## config.mk

```make
export PLATFORM = sky130hd
export DESIGN_NAME = fp_accum_master
export DESIGN_NICKNAME = d
export VERILOG_FILES = /design/src/rtl/fp_accum_master.sv
export SDC_FILE = /design/constraint.sdc
export NUM_CORES = 1
export LEC_CHECK = 0
export BUFFER_PORTS_ARGS = -buffer_cell sky130_fd_sc_hd__buf_2
export CAP_MARGIN = 5
export CELL_PAD_IN_SITES_DETAIL_PLACEMENT = 0
export CELL_PAD_IN_SITES_GLOBAL_PLACEMENT = 1
export CORE_ASPECT_RATIO = 0.6
export CORE_UTILIZATION = 34
export CTS_BUF_LIST = sky130_fd_sc_hd__clkbuf_8
export DETAILED_ROUTE_END_ITERATION = 6
export GPL_TIMING_DRIVEN = 0
export PLACE_DENSITY = 0.79
export SYNTH_ARGS = -nofsm -noshare
export SYNTH_HDL_FRONTEND = slang
export SYNTH_SLANG_ARGS = --single-unit
export TNS_END_PERCENT = 1
```

## constraint.sdc

```tcl
create_clock -name clk -period 2.15 [get_ports clk]
set_input_delay 0.5375 -clock clk [delete_from_list [all_inputs] [get_ports clk]]
set_output_delay 0.5375 -clock clk [all_outputs]
set_load 0.01 [all_outputs]
```

## src/rtl/fp_accum_master.sv

```systemverilog
// Packet accumulator that sequences a multi-cycle fpadd unit over a valid/ready
// operand stream and returns the packet sum and element count.
module fp_accum_master #(
  parameter int CNT_W   = 8,
  parameter int TIMEOUT = 64
) (
  input  logic             clk,
  input  logic             reset,
  input  logic             in_valid,
  output logic             in_ready,
  input  logic [31:0]      in_data,
  input  logic             in_last,
  output logic             acc_valid,
  input  logic             acc_ready,
  output logic [31:0]      acc_data,
  output logic [CNT_W-1:0] count,
  output logic             add_start,
  output logic [31:0]      add_a,
  output logic [31:0]      add_b,
  input  logic [31:0]      add_sum,
  input  logic             add_done,
  output logic             err_timeout
);

  localparam int WAIT_W = $clog2(TIMEOUT + 1);
  localparam logic [WAIT_W-1:0] WAIT_LAST = WAIT_W'(TIMEOUT - 1);

  typedef enum logic [2:0] {
    ST_IDLE   = 3'd0,
    ST_ACCEPT = 3'd1,
    ST_ISSUE  = 3'd2,
    ST_WAIT   = 3'd3,
    ST_DRAIN  = 3'd4,
    ST_EMIT   = 3'd5
  } state_t;

  state_t             state_r, state_s;
  logic [31:0]        acc_r, acc_s;
  logic [31:0]        elem_r, elem_s;
  logic               last_r, last_s;
  logic [CNT_W-1:0]   count_r, count_s;
  logic [WAIT_W-1:0]  wait_cnt_r, wait_cnt_s;
  logic               err_r, err_s;
  logic               in_ready_r, start_r, valid_r;
  logic               in_hs_s, acc_hs_s;

  function automatic logic [CNT_W-1:0] sat_inc(input logic [CNT_W-1:0] c);
    return (c == {CNT_W{1'b1}}) ? c : c + CNT_W'(1);
  endfunction

  assign in_hs_s  = in_valid & in_ready_r;
  assign acc_hs_s = valid_r & acc_ready;

  // Next-state and datapath update decode
  always_comb begin
    state_s    = state_r;
    acc_s      = acc_r;
    elem_s     = elem_r;
    last_s     = last_r;
    count_s    = count_r;
    wait_cnt_s = wait_cnt_r;
    err_s      = err_r;
    case (state_r)
      ST_IDLE: begin
        if (in_hs_s) begin
          acc_s   = in_data;
          count_s = CNT_W'(1);
          state_s = in_last ? ST_EMIT : ST_ACCEPT;
        end else begin
          state_s = ST_IDLE;
        end
      end
      ST_ACCEPT: begin
        if (in_hs_s) begin
          elem_s  = in_data;
          last_s  = in_last;
          count_s = sat_inc(count_r);
          state_s = ST_ISSUE;
        end else begin
          state_s = ST_ACCEPT;
        end
      end
      ST_ISSUE: begin
        wait_cnt_s = {WAIT_W{1'b0}};
        state_s    = ST_WAIT;
      end
      ST_WAIT: begin
        // A done arriving on the final allowed cycle still wins over the abort
        if (add_done) begin
          acc_s   = add_sum;
          state_s = last_r ? ST_EMIT : ST_ACCEPT;
        end else if (wait_cnt_r == WAIT_LAST) begin
          err_s   = 1'b1;
          state_s = last_r ? ST_EMIT : ST_DRAIN;
        end else begin
          wait_cnt_s = wait_cnt_r + WAIT_W'(1);
        end
      end
      ST_DRAIN: begin
        if (in_hs_s) begin
          count_s = sat_inc(count_r);
          state_s = in_last ? ST_EMIT : ST_DRAIN;
        end else begin
          state_s = ST_DRAIN;
        end
      end
      ST_EMIT: begin
        if (acc_hs_s) begin
          count_s = {CNT_W{1'b0}};
          state_s = ST_IDLE;
        end else begin
          state_s = ST_EMIT;
        end
      end
      default: begin
        state_s = ST_IDLE;
      end
    endcase
  end

  // State, datapath and registered output flops; outputs follow the next state
  always_ff @(posedge clk) begin
    if (reset) begin
      state_r    <= ST_IDLE;
      acc_r      <= 32'd0;
      elem_r     <= 32'd0;
      last_r     <= 1'b0;
      count_r    <= {CNT_W{1'b0}};
      wait_cnt_r <= {WAIT_W{1'b0}};
      err_r      <= 1'b0;
      in_ready_r <= 1'b0;
      start_r    <= 1'b0;
      valid_r    <= 1'b0;
    end else begin
      state_r    <= state_s;
      acc_r      <= acc_s;
      elem_r     <= elem_s;
      last_r     <= last_s;
      count_r    <= count_s;
      wait_cnt_r <= wait_cnt_s;
      err_r      <= err_s;
      in_ready_r <= (state_s == ST_IDLE) || (state_s == ST_ACCEPT) || (state_s == ST_DRAIN);
      start_r    <= (state_s == ST_ISSUE);
      valid_r    <= (state_s == ST_EMIT);
    end
  end

  // acc_r only moves on an accepted done, so add_a is stable across WAIT
  assign in_ready    = in_ready_r;
  assign add_start   = start_r;
  assign add_a       = acc_r;
  assign add_b       = elem_r;
  assign acc_valid   = valid_r;
  assign acc_data    = acc_r;
  assign count       = count_r;
  assign err_timeout = err_r;

endmodule

```

==> metrics.md <==
| Metric | Value |
|---|---|
| Post-synth top area share | 44.06% |
| Cell Area, Synth | 3953 um^2 |
| First-pass GRT wire length | 20520 um |
| Drt first pass iters | 5 |
| Critical path capture point type | flip-flop |
| DRT iter0 DRCs | 334 |
| Fin nets | 760 |
| Worst Path Arrival | 2.24 ns |
| Core Footprint | 11300 um^2 |
| CTS Sinks | 87 |
| Primary FF master, synth | dfxtp_1 |
| Gr ovfl total | 0 |
| Final Instance Count excl. Fillers | 853 |
| Count of cell types in the netlist | 42 |
| Post-Synth Simple-Gate Area | 26.15% |
| Slew Limit Fails | 0 |
| Seq/Total Area, Yosys | 44.06% |
| CP endpoint | acc_data[8] |
| Maximum clock path buffer count | 2 |
| Post-Place Cells | 837 |
| Dpl ws | -0.3533 ns |
| Die W | 141.2 um |
| Core Util, Final | 46.46% |
| Setup CP Type | flip-flop to flip-flop |
| CP Cell Sequence | nand2_1, or3_1, a21oi_4, buf_4, nor2_1, a311oi_1 |
| R2R Path End | acc_data[8] |
| Mapped Nets | 573 |
| Period utilization | 92.11% |
| Adder-cell share of the synthesized area | 0.6331% |
| Post-layout min period | 1.980 ns |
| Setup violators final | 0 |
| Worst EP required | 2.41 ns |
| Post-synthesis register bit count | 87 |
| Synth area leaders | dfxtp_1 44%, nand2_1 11%, a311oi_1 7.1% |
| Fin. Hold Viols | 0 |
| Initial antenna violation count | 0 |
| Final worst setup slack | 0.1696 ns |
| Crit path launch type | flip-flop |
| Ports | 178 |
| Post-CTS setup buffer count | 0 |
| Clock Skews | 0.008637 ns |
| Initial Utilization | 34.98% |
| Mux contribution to synthesized area | 0.2532% |
| Synthesized instance count | 501 |
| Synth Area in Compound Gates | 17.92% |
| Synth async-reset ratio | 0% |
| Gr usage total | 22.13% |
| Max_cap viols | 0 |
| Number of global-route vias before repair | 3880 |
| Rows | 30 |
| ANT cells | 0 |
| Slowest cell on crit path | dfxtp_1 |
| CP max FO | 10 |
| Main combinational cell family by area after synthesis | simple AND/OR/NAND/NOR gates |
| CTS buffer count | 9 |
| Max VDD drop | 0.2910 mV |
| R2R setup slack | 0.17 ns |
| Hold slack | 0.4077 ns |
| Hold Buf Count CTS | 0 |
| Via density | 5.072 |
| Antenna-violating nets left | 0 |
| XOR/XNOR share of the synthesized area | 0.6648% |
| Unrepaired setup endpoints after global routing | no |
| Yosys synthesis warning count | 0 |
| Min-Delay Path Class | primary input to flip-flop |
| Slew margin rel. | 51.69% |
| Die ar. | 12070 um^2 |
| Root Driver | clkbuf_8 |
| Max Freq | 0.5049 GHz |
| Crit-path max cell delay | 0.42 ns |
| Die H | 85.52 um |
| Area Growth Syn to Fin | 32.80% |
| Number of flops mapped to enable cells by yosys | 0 |
| # H-tree levels | 3 |
| Synth area leader | dfxtp_1 |
| TritonCTS clock tree | done |
| Worst setup startpoint | in_ready |
| Post-CTS Resized | 2 |
| Status | finished, final reports clean |
| Mean post-synth cell area | 7.889 um^2 |
| Share of layout cells above drive strength 1 | 35.06% |
| Worst-Margin Slew | 0.7234 ns |
| IO Port Bufs | 176 |
| Worst-Skew Late Latency | 0.37 ns |
| Worst reg2reg path depth | 6 |
| Reg clk slew, reported paths | 0.09 ns |
| Total Routed Length | 13450 um |
| Post-DP HPWL | 10080 um |
| Fillers | 1148 |
| DRC Markers | 0 |
| Global placer's final weighted congestion | 0.8313 |
| Largest net degree at the start of global routing | 15 |
| Vias | 4326 |
| RR Startpoint | in_ready |
| Leakage | 2.386 nW |
| DR WL/cell | 15.77 um |
| P per Cell Area | 751.4 nW/um^2 |
[logic make-up after synthesis]
| family | after synthesis |
|---|---|
| fa+ha+maj | 2 |
| compound gates | 101 |
| simple gates | 237 |
| flops | 87 |
| buf+inv | 70 |
| mux | 1 |
| xor+xnor | 3 |
[final cells by class]
cell class | count | area, um^2 | area share (%)
repair buffers | 176 | 880.8 | 16.78
flip-flops and latches | 87 | 1742 | 33.18
multi-input cells | 344 | 1808 | 34.45
clock buffers | 10 | 137.6 | 2.622
inverters | 2 | 7.507 | 0.1430
plain buffers | 68 | 411.6 | 7.843
well taps | 160 | 200.2 | 3.814
clock inverters | 6 | 61.31 | 1.168
[how the worst min path moves through the flow]
stage / start / to / depth (start not counted)
6_report: in_data[19] / add_b[19] / 3
3_5_place_dp: add_b[12] / add_b[12] / 2
4_1_cts: in_data[19] / add_b[19] / 3
3_3_place_gp: add_b[31] / add_b[31] / 2
5_1_grt: in_data[23] / add_b[23] / 3
2_1_floorplan: wait_cnt_r[6] / wait_cnt_r[6] / 2
[layout by cell type (no fill, tap or decap), drive strengths merged, types with 2 or more instances in the layout]
master    Yosys  layout
nor4          2       2
a311oi       33      33
xnor2         2       2
or3           7       7
a31oi         3       3
nor2b         2       2
o21ai         4       4
nor3         11      11
nand2b        6       6
a22oi         2       2
and4          2       2
clkbuf       28      38
buf          40     216
ha            2       2
nor2         44      44
inv           2       3
a21oi        49      49
nand4         2       2
clkinvlp      0       3
a211oi        2       2
and3          2       2
nand2       113     113
dfxtp        87      87
nand3        42      42
[cells in the mapped netlist, types with 3 or more instances]
| master | number |
|---|---|
| clkbuf_1 | 28 |
| nor3_1 | 11 |
| buf_4 | 36 |
| a31oi_1 | 3 |
| or3_1 | 7 |
| o21ai_0 | 4 |
| nor2_1 | 44 |
| dfxtp_1 | 87 |
| a21oi_1 | 48 |
| a311oi_1 | 32 |
| nand2_1 | 113 |
| nand2b_1 | 6 |
| nand3_1 | 42 |
[where the power goes]
group	switching, W	internal, W
logic	0.000540	0.000409
clock network	0.000619	0.000563
registers	0.0000930	0.00172
total	0.00125	0.00269
[critical path, delay by kind of cell (launching register included)]
family | cells | cell delay, ns
AOI/OAI and AO/OA | 2 | 0.64
buffers and inverters | 1 | 0.25
DFF | 1 | 0.42
and+or+nand+nor | 3 | 0.57
[flip-flops by register name, summed over array words and instances (netlist names)]
name	flops
acc_valid	1
in_ready	1
state_r	3
add_b	32
last_r	1
add_start	1
err_timeout	1
count	8
acc_data	32
wait_cnt_r	7
[layer usage]
metal / GRT usage (%) / part of all wire [%] / vias up
li1: - / - / 2095
met1: 30.80 / 48 / 2024
met2: 33.75 / 43 / 196
met3: 6.198 / 8.6 / 11
met4: 5.435 / 0.80 / 0
met5: 0 / 0 / -
[through the flow]
| step | TNS, ns | area [um^2] | power (W) |
|---|---|---|---|
| after floorplan | 0 | 3953 | 0.002400 |
| after global placement | -9.747 | 5034 | 0.002782 |
| after detailed placement | -11.23 | 5034 | 0.002793 |
| after global routing | 0 | 5249 | 0.004155 |
| final | 0 | 5249 | 0.003944 |
| after CTS | 0 | 5239 | 0.003971 |
(Power assumes the default switching activity.)
